**config.mk**
```make
export PLATFORM = sky130hd
export DESIGN_NAME = pattern_gen_flat
export DESIGN_NICKNAME = d
export VERILOG_FILES = /design/src/rtl/pattern_gen_pkg.sv /design/src/rtl/pattern_gen_if.sv /design/src/rtl/pattern_gen_shift_reg.sv /design/src/rtl/pattern_gen.sv /design/src/flat_wrapper.sv
export SDC_FILE = /design/constraint.sdc
export NUM_CORES = 1
export LEC_CHECK = 0
export ABC_AREA = 1
export ABC_CLOCK_PERIOD_IN_PS = 4100
export BUFFER_PORTS_ARGS = -buffer_cell sky130_fd_sc_hd__buf_2
export CAP_MARGIN = 20
export CORE_ASPECT_RATIO = 0.8
export CORE_MARGIN = 3
export CORE_UTILIZATION = 55
export DETAILED_ROUTE_END_ITERATION = 10
export GPL_TIMING_DRIVEN = 1
export HOLD_SLACK_MARGIN = 0.03
export PLACE_DENSITY_LB_ADDON = 0.25
export SLEW_MARGIN = 20
export SYNTH_ARGS = -nofsm -noshare
export SYNTH_HDL_FRONTEND = slang
export SYNTH_SLANG_ARGS = --single-unit
```
**constraint.sdc**
```tcl
create_clock -name clk -period 4.1 [get_ports clk]
set_clock_uncertainty 0.15 [all_clocks]
set_input_delay 0.82 -clock clk [delete_from_list [all_inputs] [get_ports clk]]
set_output_delay 0.82 -clock clk [all_outputs]
set_load 0.05 [all_outputs]
```
**src/rtl/pattern_gen_pkg.sv**
```systemverilog
// Shared types for the serial pattern transmitter and its detector peer.
// Latency: n/a (types and constants only).
// Backpressure: n/a.
package pattern_gen_pkg;

  // Transmitter job states.
  typedef enum logic [1:0] {
    G_IDLE,
    G_SHIFT,
    G_GAP,
    G_DONE
  } gen_state_t;

  // Detector state type used by the receiving end of the line.
  typedef enum logic [1:0] {
    D_IDLE,
    D_SEEN0,
    D_SEEN01
  } det_state_t;

  // Line level when no pattern bit is on the wire; 1 cannot fake a 0->1 edge.
  localparam logic IDLE_LVL_DEFAULT = 1'b1;

endpackage

```
**src/rtl/pattern_gen_if.sv**
```systemverilog
// Job request / serial line bundle between a pattern source and pattern_gen.
// Latency: n/a (wires only).
// Backpressure: start is honoured only while ready=1; nothing is queued.
// Ports (slave view): start, abort, pattern, len, reps, gap in; a, a_valid, ready, done out.
interface pattern_gen_if #(
  parameter int WIDTH = 8,
  parameter int CNT_W = 4,
  parameter int GAP_W = 4
);
  localparam int LEN_W = $clog2(WIDTH) + 1;

  logic             start;
  logic             abort;
  logic [WIDTH-1:0] pattern;
  logic [LEN_W-1:0] len;
  logic [CNT_W-1:0] reps;
  logic [GAP_W-1:0] gap;
  logic             a;
  logic             a_valid;
  logic             ready;
  logic             done;

  modport master (
    output start, abort, pattern, len, reps, gap,
    input  a, a_valid, ready, done
  );

  modport slave (
    input  start, abort, pattern, len, reps, gap,
    output a, a_valid, ready, done
  );
endinterface

```
**src/rtl/pattern_gen_shift_reg.sv**
```systemverilog
// Loadable MSB-first shifter with a bit-index down-counter.
// Latency: loaded field's top bit is on bit_out the cycle after load.
// Backpressure: none; load wins over shift.
// Ports: clk, reset, load, shift, pattern, len in; bit_out, last_bit out.
module pattern_gen_shift_reg #(
  parameter int   WIDTH    = 8,
  parameter logic IDLE_LVL = 1'b1,
  parameter int   LEN_W    = $clog2(WIDTH) + 1
) (
  input  logic             clk,
  input  logic             reset,
  input  logic             load,
  input  logic             shift,
  input  logic [WIDTH-1:0] pattern,
  input  logic [LEN_W-1:0] len,
  output logic             bit_out,
  output logic             last_bit
);
  logic [WIDTH-1:0] sreg;
  logic [WIDTH-1:0] mask;
  logic [WIDTH-1:0] aligned;
  logic [LEN_W-1:0] idx;

  // Field bits [len-1:0] move to the top of the register; everything below
  // is idle level, so once the field has shifted out the line rests at idle
  // without extra muxing. len=0 yields an all-idle register (used to clear).
  always_comb begin
    mask    = ~({WIDTH{1'b1}} >> len);
    aligned = ((pattern << (LEN_W'(WIDTH) - len)) & mask)
            | (~mask & {WIDTH{IDLE_LVL}});
  end

  always_ff @(posedge clk) begin
    if (reset) begin
      sreg <= {WIDTH{IDLE_LVL}};
      idx  <= '0;
    end else if (load) begin
      sreg <= aligned;
      idx  <= len - LEN_W'(1);
    end else if (shift) begin
      sreg <= {sreg[WIDTH-2:0], IDLE_LVL};
      if (idx != '0) idx <= idx - LEN_W'(1);
    end
  end

  assign bit_out  = sreg[WIDTH-1];
  assign last_bit = (idx == '0);
endmodule

```
**src/rtl/pattern_gen.sv**
```systemverilog
// Serial pattern transmitter: sends len bits MSB-of-field first, reps+1 times, gap idles between.
// Latency: first bit one cycle after accept; done at N+1+(reps+1)*len+reps*gap (N+1 for len=0).
// Backpressure: start accepted only while ready=1 (idle or done cycle); abort always wins.
// Ports: clk, reset (sync, active-high); bus = pattern_gen_if slave.
module pattern_gen
  import pattern_gen_pkg::*;
#(
  parameter int   WIDTH    = 8,
  parameter int   CNT_W    = 4,
  parameter int   GAP_W    = 4,
  parameter logic IDLE_LVL = IDLE_LVL_DEFAULT
) (
  input  logic         clk,
  input  logic         reset,
  pattern_gen_if.slave bus
);
  localparam int LEN_W = $clog2(WIDTH) + 1;

  gen_state_t       state, next;
  logic [WIDTH-1:0] pat_q;
  logic [LEN_W-1:0] len_q;
  logic [CNT_W-1:0] rep_cnt;
  logic [GAP_W-1:0] gap_q;
  logic [GAP_W-1:0] gap_cnt;
  logic             a_valid_q, ready_q, done_q;

  logic [LEN_W-1:0] len_c;
  logic [WIDTH-1:0] sr_pat;
  logic [LEN_W-1:0] sr_len;
  logic             load, shift, cap, rep_step;
  logic             bit_out, last_bit;

  always_comb len_c = (bus.len > LEN_W'(WIDTH)) ? LEN_W'(WIDTH) : bus.len;

  always_comb begin
    next     = state;
    load     = 1'b0;
    shift    = 1'b0;
    cap      = 1'b0;
    rep_step = 1'b0;
    sr_pat   = pat_q;
    sr_len   = len_q;
    if (bus.abort) begin
      // Loading an empty field parks the line at idle on the next cycle.
      next   = G_IDLE;
      load   = 1'b1;
      sr_len = '0;
    end else begin
      case (state)
        G_IDLE, G_DONE: begin
          next = G_IDLE;
          if (bus.start) begin
            cap    = 1'b1;
            sr_pat = bus.pattern;
            sr_len = len_c;
            if (len_c != '0) begin
              next = G_SHIFT;
              load = 1'b1;
            end else begin
              next = G_DONE;
            end
          end
        end
        G_SHIFT: begin
          if (!last_bit) begin
            shift = 1'b1;
          end else if (rep_cnt != '0) begin
            rep_step = 1'b1;
            if (gap_q != '0) begin
              next  = G_GAP;
              shift = 1'b1;
            end else begin
              load = 1'b1;  // next repetition starts with no idle cycle
            end
          end else begin
            next  = G_DONE;
            shift = 1'b1;
          end
        end
        G_GAP: begin
          if (gap_cnt == '0) begin
            next = G_SHIFT;
            load = 1'b1;
          end
        end
        default: next = G_IDLE;
      endcase
    end
  end

  always_ff @(posedge clk) begin
    if (reset) begin
      state     <= G_IDLE;
      pat_q     <= '0;
      len_q     <= '0;
      rep_cnt   <= '0;
      gap_q     <= '0;
      gap_cnt   <= '0;
      a_valid_q <= 1'b0;
      ready_q   <= 1'b1;
      done_q    <= 1'b0;
    end else begin
      state     <= next;
      // Flag outputs are decoded from the next state so they are plain flops.
      a_valid_q <= (next == G_SHIFT);
      ready_q   <= (next == G_IDLE) || (next == G_DONE);
      done_q    <= (next == G_DONE);
      if (bus.abort) begin
        rep_cnt <= '0;
        gap_cnt <= '0;
      end else if (cap) begin
        pat_q   <= bus.pattern;
        len_q   <= len_c;
        rep_cnt <= bus.reps;
        gap_q   <= bus.gap;
      end else if (rep_step) begin
        rep_cnt <= rep_cnt - CNT_W'(1);
        gap_cnt <= gap_q - GAP_W'(1);
      end else if (state == G_GAP && gap_cnt != '0) begin
        gap_cnt <= gap_cnt - GAP_W'(1);
      end
    end
  end

  pattern_gen_shift_reg #(
    .WIDTH   (WIDTH),
    .IDLE_LVL(IDLE_LVL),
    .LEN_W   (LEN_W)
  ) u_shift (
    .clk     (clk),
    .reset   (reset),
    .load    (load),
    .shift   (shift),
    .pattern (sr_pat),
    .len     (sr_len),
    .bit_out (bit_out),
    .last_bit(last_bit)
  );

  assign bus.a       = bit_out;
  assign bus.a_valid = a_valid_q;
  assign bus.ready   = ready_q;
  assign bus.done    = done_q;
endmodule
```
**src/flat_wrapper.sv**
```systemverilog
// flat-port wrapper written by rule: the top's interface ports become plain ports
module pattern_gen_flat import pattern_gen_pkg::*;
#(
  parameter int   WIDTH    = 8,
  parameter int   CNT_W    = 4,
  parameter int   GAP_W    = 4,
  parameter logic IDLE_LVL = IDLE_LVL_DEFAULT
)
  (clk, reset, bus_start, bus_abort, bus_pattern, bus_len, bus_reps, bus_gap, bus_a, bus_a_valid, bus_ready, bus_done);
  pattern_gen_if #(.WIDTH(WIDTH), .CNT_W(CNT_W), .GAP_W(GAP_W)) bus_i ();
  input  logic clk;
  input  logic reset;
  input wire logic [$bits(bus_i.start)-1:0] bus_start;
  input wire logic [$bits(bus_i.abort)-1:0] bus_abort;
  input wire logic [$bits(bus_i.pattern)-1:0] bus_pattern;
  input wire logic [$bits(bus_i.len)-1:0] bus_len;
  input wire logic [$bits(bus_i.reps)-1:0] bus_reps;
  input wire logic [$bits(bus_i.gap)-1:0] bus_gap;
  output wire logic [$bits(bus_i.a)-1:0] bus_a;
  output wire logic [$bits(bus_i.a_valid)-1:0] bus_a_valid;
  output wire logic [$bits(bus_i.ready)-1:0] bus_ready;
  output wire logic [$bits(bus_i.done)-1:0] bus_done;
  assign bus_i.start = bus_start;
  assign bus_i.abort = bus_abort;
  assign bus_i.pattern = bus_pattern;
  assign bus_i.len = bus_len;
  assign bus_i.reps = bus_reps;
  assign bus_i.gap = bus_gap;
  assign bus_a = bus_i.a;
  assign bus_a_valid = bus_i.a_valid;
  assign bus_ready = bus_i.ready;
  assign bus_done = bus_i.done;
  pattern_gen #(.WIDTH(WIDTH), .CNT_W(CNT_W), .GAP_W(GAP_W), .IDLE_LVL(IDLE_LVL)) u_core (.clk(clk), .reset(reset), .bus(bus_i));
endmodule
```
==> results of run 1 <==
==> metrics by stage <==
step                      worst slack (ns)  cells  instance area, um^2
after floorplan                       1.37    395                 2630
after global placement                1.07    467                 2770
after detailed placement              1.01    467                 2770
after CTS                             1.14    475                 2880
after global routing                 0.867    475                 2880
final                                 1.14    475                 2880
==> worst max-delay path: cells and delay by family, from the launching register on <==
kind                     cells  cell delay (ns)
flip-flops                   1             0.37
adder cells (fa/ha/maj)      3             0.90
AO/OA/AOI/OAI                2             0.19
buffers and inverters        2             0.24
AND/OR/NAND/NOR              8             1.00
==> metal layers <==
| metal | up-vias | wire [um] | GRT usage [%] |
|---|---|---|---|
| met3 | 8 | 267 | 4.39 |
| met4 | 0 | 51 | 5.51 |
| li1 | 1298 | - | - |
| met1 | 1087 | 2970 | 29.3 |
| met2 | 61 | 2340 | 35.5 |
| met5 | - | 0 | 0 |
==> worst paths after layout <==
check,startpoint,endpoint,cells past startpoint
max reg2reg,u_core.state[0],u_core.u_shift.sreg[5],15
max,u_core.state[0],u_core.u_shift.sreg[5],15
min reg2reg,u_core.len_q[1],u_core.len_q[1],2
min,u_core.len_q[1],u_core.len_q[1],2
==> kinds of logic (layout without fill, tap and decap cells) <==
family,count (synthesis),count (layout),synth area share [%]
flip-flops,41,41,31.3
AO/OA/AOI/OAI,80,80,17.3
multiplexers,1,1,0.381
XOR/XNOR,4,4,1.91
adder cells (fa/ha/maj),11,11,5.24
AND/OR/NAND/NOR,185,185,32.6
buffers and inverters,73,96,11.3
==> flip-flops by register name, indices dropped and copies added (netlist names) <==
signal and count:
u_core.gap_q 4, u_core.bus.a_valid 1, u_core.pat_q 8, u_core.bus.ready 1, u_core.state 2, u_core.len_q 4, u_core.bus.done 1, u_core.gap_cnt 4
u_core.u_shift.idx 4, u_core.rep_cnt 4, u_core.u_shift.sreg 8
==> report_power, final <==
group	total, mW	switching (mW)	internal (mW)
logic	0.212	0.138	0.0744
clock network	0.339	0.140	0.199
registers	0.434	0.0121	0.422
==> placed cells by master (no fill, tap or decap), types with 2 or more instances in the layout <==
master,instances
clkbuf_8,6
ha_1,11
nor3_1,8
or2_1,3
nor2_1,35
nor2_4,2
dfxtp_1,41
inv_1,51
a21oi_1,26
inv_2,6
xor2_2,2
nand2_1,88
o21ai_0,27
a31oi_1,5
or2_2,4
o211ai_1,2
o21ai_1,10
a211oi_1,2
nand2_2,9
o21a_1,2
clkinv_1,3
nand3b_1,2
buf_2,27
nand3_1,25
nand2_4,4
a21oi_2,2
==> area by class of cell <==
class                      count  area (um^2)  share of cell area [%]
clock buffer                   7         86.3                    3.00
clock inverter                 1         30.0                    1.04
inverter                      61          231                    8.03
multi-input combinational    281         1510                    52.3
sequential                    41          821                    28.5
tap                           57         71.3                    2.48
timing repair buffer          27          135                    4.69
==> summary.md, run 1 <==
Across all register-to-register paths, the minimum setup slack is 1.14 ns. Final hold violation count: 0. The number of max-slew violations in the final report came out at 0. The cell with the most instances after synthesis is nand2_1. The die covers 0.00564 mm^2.

Total power of the final layout: 985 uW. The run gives 0 as the initial antenna violation count. dfxtp_1 takes more of the synthesized area than any other cell. Gates resized during post-CTS repair numbered 0.

The initialized floorplan defines 21 standard-cell rows. TritonCTS built the clock tree. The later-pin clock latency in the skew report came out at 0.30 ns.

The area growth from synthesis to layout is 9.77%. The signal on the critical path passes through inv_1, ha_1, nand2_2, nor2_4, nand2_2, nor2_4, a21oi_4, ha_1, ha_1, inv_1, o211ai_1, nand3_1, nand2_1, nand2_1, nand2_1. The run gives 0.298 mV as the largest voltage drop on the vdd net. The longest clock path from root to sink contains 2 buffers. Cell with the biggest individual delay on the critical path: dfxtp_1.

From left edge to right edge, the die measures 83.2 um. The first routing iteration left 169 violations. The cell count after synthesis was 395; the proportion of synthesized flip-flops having asynchronous set or reset was 0%.

The tree is rooted in a clkbuf_8. The congestion estimate from routability-driven global placement came to 0.845. The number of buffers added by the clock tree synthesis step is 5. The repair_antennas step left the layout with diodes totalling 0. The first detailed-routing pass took 4 iterations. After synthesis, flip-flops and latches occupy 31.3% of the total area.

The filler cells instantiated in the layout total 384. Number of nets in the layout: 452. Derived from the worst setup path, the maximum achievable clock frequency is 338 MHz.

For the effective utilization at floorplan, the log shows 59.8%. The global-route wire length before repair is 10,000 um, and the actual transition at the worst max-transition pin is 0.620 ns. Setup TNS: 0 ns. The number of synthesized flops with an enable pin came out at 0.

The post-CTS setup buffer count is 0, and the via count of the routed design is 2,454. Using the TritonRoute via totals, the vias-per-cell ratio works out to 5.17. Averaged over all synthesized cells, the footprint is 6.65 um^2. The number of ports placed on the die boundary is 28. The tools report the element type at the critical path start as a register. Data on the critical path arrives at its endpoint at 3.00 ns. DRC violation count after routing: 0.

The tightest min-delay check is of the reg2reg type. The power per standard cell area came out at 342 mW/mm^2. In this design, the stage delay of the slowest critical-path cell is 0.37 ns. For the via count of the first global-routing pass, the log shows 2,275. The run gives 0 as the remaining antenna violation count after routing.

After synthesis, the netlist uses 41 different library cells. The port buffer count was 27. The region available for standard cell placement spans 0.00439 mm^2.

The final layout contains routed wiring with a total length of 5630 um. The type of the worst setup path is reg2reg. The tools report the number of synthesis warnings as 0.

The run finished with clean final reports. In the final layout, the share of cells above drive strength 1 is 16.7%. The max capacitance violation total came out at 0. The H-tree was split into 2 levels. STA classifies the critical path endpoint as a register. After synthesis the netlist holds a flip-flop and latch count of 41. The number of sinks on the clock net is 41. The number of failing setup endpoints in the final timing report was 0; the final worst-path cycle share was 72.1%. In this run, post-CTS hold repair placed 0 buffers. The final period demand of the worst path was 2.96 ns. Setup repair after global routing left no endpoint under its margin. After legalization and detailed placement, the total HPWL measured 4340 um. The run gives 4.14 ns as the critical path data required time. The share of the core filled with cells was 65.7%; the average wire length per cell after detail routing was 11.9 um. The number of nets handed over by synthesis was 430. After synthesis, the cell types taking the most area are dfxtp_1 (31%), nand2_1 (13%), inv_1 (7.3%). The area share of the largest cell type after synthesis was 31.3%.

The area of the mapped netlist was 0.00263 mm^2. The largest fanout on the critical path is 18. The commonest cells after synthesis are nand2_1 (88), inv_1 (51), dfxtp_1 (41).

The worst relative slew slack came out at 58.5%. The flip-flop cell with the highest count after synthesis is dfxtp_1. For this run the aggregate overflow at the end of global routing stands at 0. The die boundary height works out to 67.8 um.

Global routing used 21.6% of the available tracks across all layers. The clock input transition at the sequential cells of the worst setup and hold paths was 0.08 ns; the worst slack on hold paths was 0.322 ns. The leakage component of the power came out at 1.41 nW. Entering global routing, the biggest net connects 27 pins.
No activity file was read; power rests on OpenSTA's default activity.
==> inputs of run 2 (changes only) <==
--- a/config.mk
+++ b/config.mk
@@ -6,7 +6,7 @@
 export NUM_CORES = 1
 export LEC_CHECK = 0
 export ABC_AREA = 1
-export ABC_CLOCK_PERIOD_IN_PS = 4100
+export ABC_CLOCK_PERIOD_IN_PS = 3000
 export BUFFER_PORTS_ARGS = -buffer_cell sky130_fd_sc_hd__buf_2
 export CAP_MARGIN = 20
 export CORE_ASPECT_RATIO = 0.8
==> constraint.sdc (replaced) <==
create_clock -name clk -period 3 [get_ports clk]
set_clock_uncertainty 0.15 [all_clocks]
set_input_delay 0.6 -clock clk [delete_from_list [all_inputs] [get_ports clk]]
set_output_delay 0.6 -clock clk [all_outputs]
set_load 0.05 [all_outputs]
==> run 2 against run 1 <==
Effect of this change:
- worst hold slack better by 0.0063 ns
- cell count up 0.63%
- global-route usage up 0.19 points
- flip-flop and latch count unchanged
- combinational power up 41%
- power up 38%
- wire length up 5.2%
==> summary.md, run 2 (synthesized netlist as in run 1, its figures left out) <==
The tools report the worst relative slew slack as 72.5% (was 58.5%). The number of sinks on the clock net is 41 (unchanged). For the post-route cell area, the log shows 0.00291 mm^2 (was 0.00288 mm^2). For the sequential cell fraction of total power, the log shows 43.8% (was 44.1%). The post-CTS setup buffer count is 0 (unchanged), and the average vias per placed instance is 5.18 (was 5.17).

The final period demand of the worst path is 2.73 ns (was 2.96 ns). The setup TNS came out at 0 ns (unchanged). The largest voltage drop on the vdd net is 0.414 mV (was 0.298 mV), and the number of H-tree branching levels is 2 (unchanged).

The internal power is 953 uW (was 695 uW). The number of nets in the layout is 455 (was 452). For the half-perimeter wire length after placement, the log shows 4310 um (was 4340 um).

The type of the worst setup path is reg2reg (unchanged). The global placer's final weighted congestion is 0.873 (was 0.845), and the clock input transition at the sequential cells of the worst setup and hold paths is 0.09 ns (was 0.08 ns). The global-route wire length before repair is 9990 um (was 10,000 um). Leading cell types in the layout, fill and taps excluded: nand2_1 (88), inv_1 (50), dfxtp_1 (41), nor2_1 (35) (was nand2_1 (88), inv_1 (51), dfxtp_1 (41), nor2_1 (35)).

Setup repair after global routing left no endpoint under its margin. For the initial antenna violation count, the log shows 0 (unchanged). The via count of the routed design was 2,475 (was 2,454). For the number of ports placed on the die boundary, the log shows 28 (unchanged). The part of the power in the clock network was 34.3% (was 34.4%). The switching part of the total is 29.8% (was 29.4%), and the port buffer count is 27 (unchanged).

The worst setup path startpoint was u_core.state[0] (unchanged). The power per standard cell area was 467 mW/mm^2 (was 342 mW/mm^2). The combinational share of power is 22.0% (was 21.5%), and the worst slack on hold paths is 0.328 ns (was 0.322 ns). The effective utilization at floorplan was 59.8% (unchanged). Synthesis-to-finish area growth: 10.9% (was 9.77%).

Fraction of met3 tracks used by global routing: 4.39% (unchanged). The cell at the root of the clock tree was clkbuf_8 (unchanged). For the antenna diode instance count, the log shows 0 (unchanged).

The tools report the number of max-slew violations in the final report as 0 (unchanged). The most common library cell in the layout ignoring fill and taps is nand2_1 (unchanged). The run gives 1.43 nW (was 1.41 nW) as the leakage component of the power. The count of TritonRoute iterations in the first routing pass came out at 5 (was 4). The actual transition at the worst max-transition pin is 0.413 ns (was 0.620 ns), and the core box area is 0.00439 mm^2 (unchanged). The maximum clock rate is 367 MHz (was 338 MHz), and the global routing usage on met1 is 30.7% (was 29.3%). The switching power total came out at 405 uW (was 290 uW). The layout cell share with drive strength beyond 1 came out at 18.1% (was 16.7%). Sum of routed wire length over all layers: 5920 um (was 5630 um). For the area of placed instances, the log shows 0.00279 mm^2 (was 0.00277 mm^2).

The met2 usage in global routing came out at 34.9% (was 35.5%). The logs give 21.8% (was 21.6%) for the overall track demand over capacity in global routing and 2.76 ns (was 3.00 ns) for the arrival time reported for the critical path endpoint. The tools report the endpoint class of the critical path as a register (unchanged). The logs give 2,187 (was 2,275) for the via count of the first global-routing pass and 5 (unchanged) for the number of buffers added by the clock tree synthesis step. The run gives 0 (unchanged) as the remaining antenna violation count after routing. Source of the worst register-to-register timing path: u_core.state[0] (unchanged). For the maximum buffer depth of the clock tree, the log shows 2 (unchanged). The number of failing setup endpoints in the final timing report was 0 (unchanged). For the final hold violation count, the log shows 0 (unchanged). The final worst-path setup slack came out at 0.273 ns (was 1.14 ns). The maximum number of pins on one net before global-route repair is 26 (was 27), and the number of standard-cell rows in the floorplan is 21 (unchanged).

The DRC violation count after routing is 0 (unchanged). The tools report the beginning of the worst hold path as u_core.len_q[2] (was u_core.len_q[1]). Registers with the highest flip-flop counts: u_core.pat_q: 8 flops, u_core.u_shift.sreg: 8 flops (unchanged). For the post-placement setup slack, the log shows 0.255 ns (was 1.01 ns).

Final worst-path cycle share: 90.9% (was 72.1%). The max capacitance violation total was 0 (unchanged). The run gives 3.04 ns (was 4.14 ns) as the critical path data required time. The full die area is 0.00564 mm^2 (unchanged). The tools report the element type at the critical path start as a register (unchanged).

The residual overflow from global routing is 0 (unchanged). The global routing's busiest layer was met2 (unchanged). The width of the die came out at 83.2 um (unchanged).

For the later-pin clock latency in the skew report, the log shows 0.29 ns (was 0.30 ns). The flow ran to the end, and the final reports show no timing, DRC or antenna violations. Average wire length per cell after detail routing: 12.4 um (was 11.9 um). The die boundary height is 67.8 um (unchanged). TritonCTS built the clock tree. Worst hold-check path type: reg2reg (unchanged). The largest fanout on the critical path is 11 (was 18). The violation count after the first detailed-routing iteration is 218 (was 169).
-- run 2: final cells by class --
cell class / instances / area [um^2]
sequential: 41 / 821
clock buffer: 6 / 82.6
multi-input combinational: 281 / 1510
tap: 57 / 71.3
timing repair buffer: 30 / 158
clock inverter: 2 / 37.5
fill: 402 / 1480
inverter: 61 / 231
-- run 2: power groups by stage --
| stage | Clock (mW) | Combinational, mW | Sequential (mW) |
|---|---|---|---|
| 3_5_place_dp | 0 | 0.291 | 0.605 |
| 3_3_place_gp | 0 | 0.284 | 0.604 |
| 6_report | 0.466 | 0.298 | 0.594 |
| 4_1_cts | 0.473 | 0.294 | 0.594 |
| 5_1_grt | 0.499 | 0.337 | 0.597 |
| 2_1_floorplan | 0 | 0.218 | 0.610 |
-- run 2: metal layers --
layer / vias up / routed length [um]
met5: - / 0
met4: 0 / 36
met3: 5 / 315
met2: 69 / 2530
met1: 1094 / 3040
li1: 1307 / -
-- run 2: critical path: stages (launching register included) --
cell,delay [ns]
dfxtp_1,0.35
inv_1,0.06
ha_1,0.32
nand2_2,0.16
clkinv_1,0.16
nand2_4,0.08
nor2_1,0.04
inv_2,0.05
nand2_2,0.06
inv_2,0.12
ha_1,0.36
a21oi_1,0.20
o21ai_0,0.12
a21oi_1,0.19
o21ai_1,0.08
nand2_1,0.06
nand2_1,0.04
-- run 2: stage by stage --
step / util [%] / power (mW) / std cells
floorplan: - / 0.828 / 395
global placement: 63.5 / 0.889 / 470
detailed placement: 63.5 / 0.896 / 470
CTS: 66.3 / 1.36 / 478
global route: 66.3 / 1.43 / 478
finish: 66.3 / 1.36 / 478
-- run 2: path summary, 6_finish.rpt --
path                       endpoint  slack (ns)  depth (start not counted)
max          u_core.u_shift.sreg[7]        0.27                         16
min                 u_core.len_q[2]        0.33                          2
max reg2reg  u_core.u_shift.sreg[7]        0.27                         16
min reg2reg         u_core.len_q[2]        0.33                          2
-- run 2: repair_timing --
item                                    in CTS  in global routing
gates resized for setup                      0                  2
endpoints found under the setup margin       0                  1
hold buffers                                 0                  0
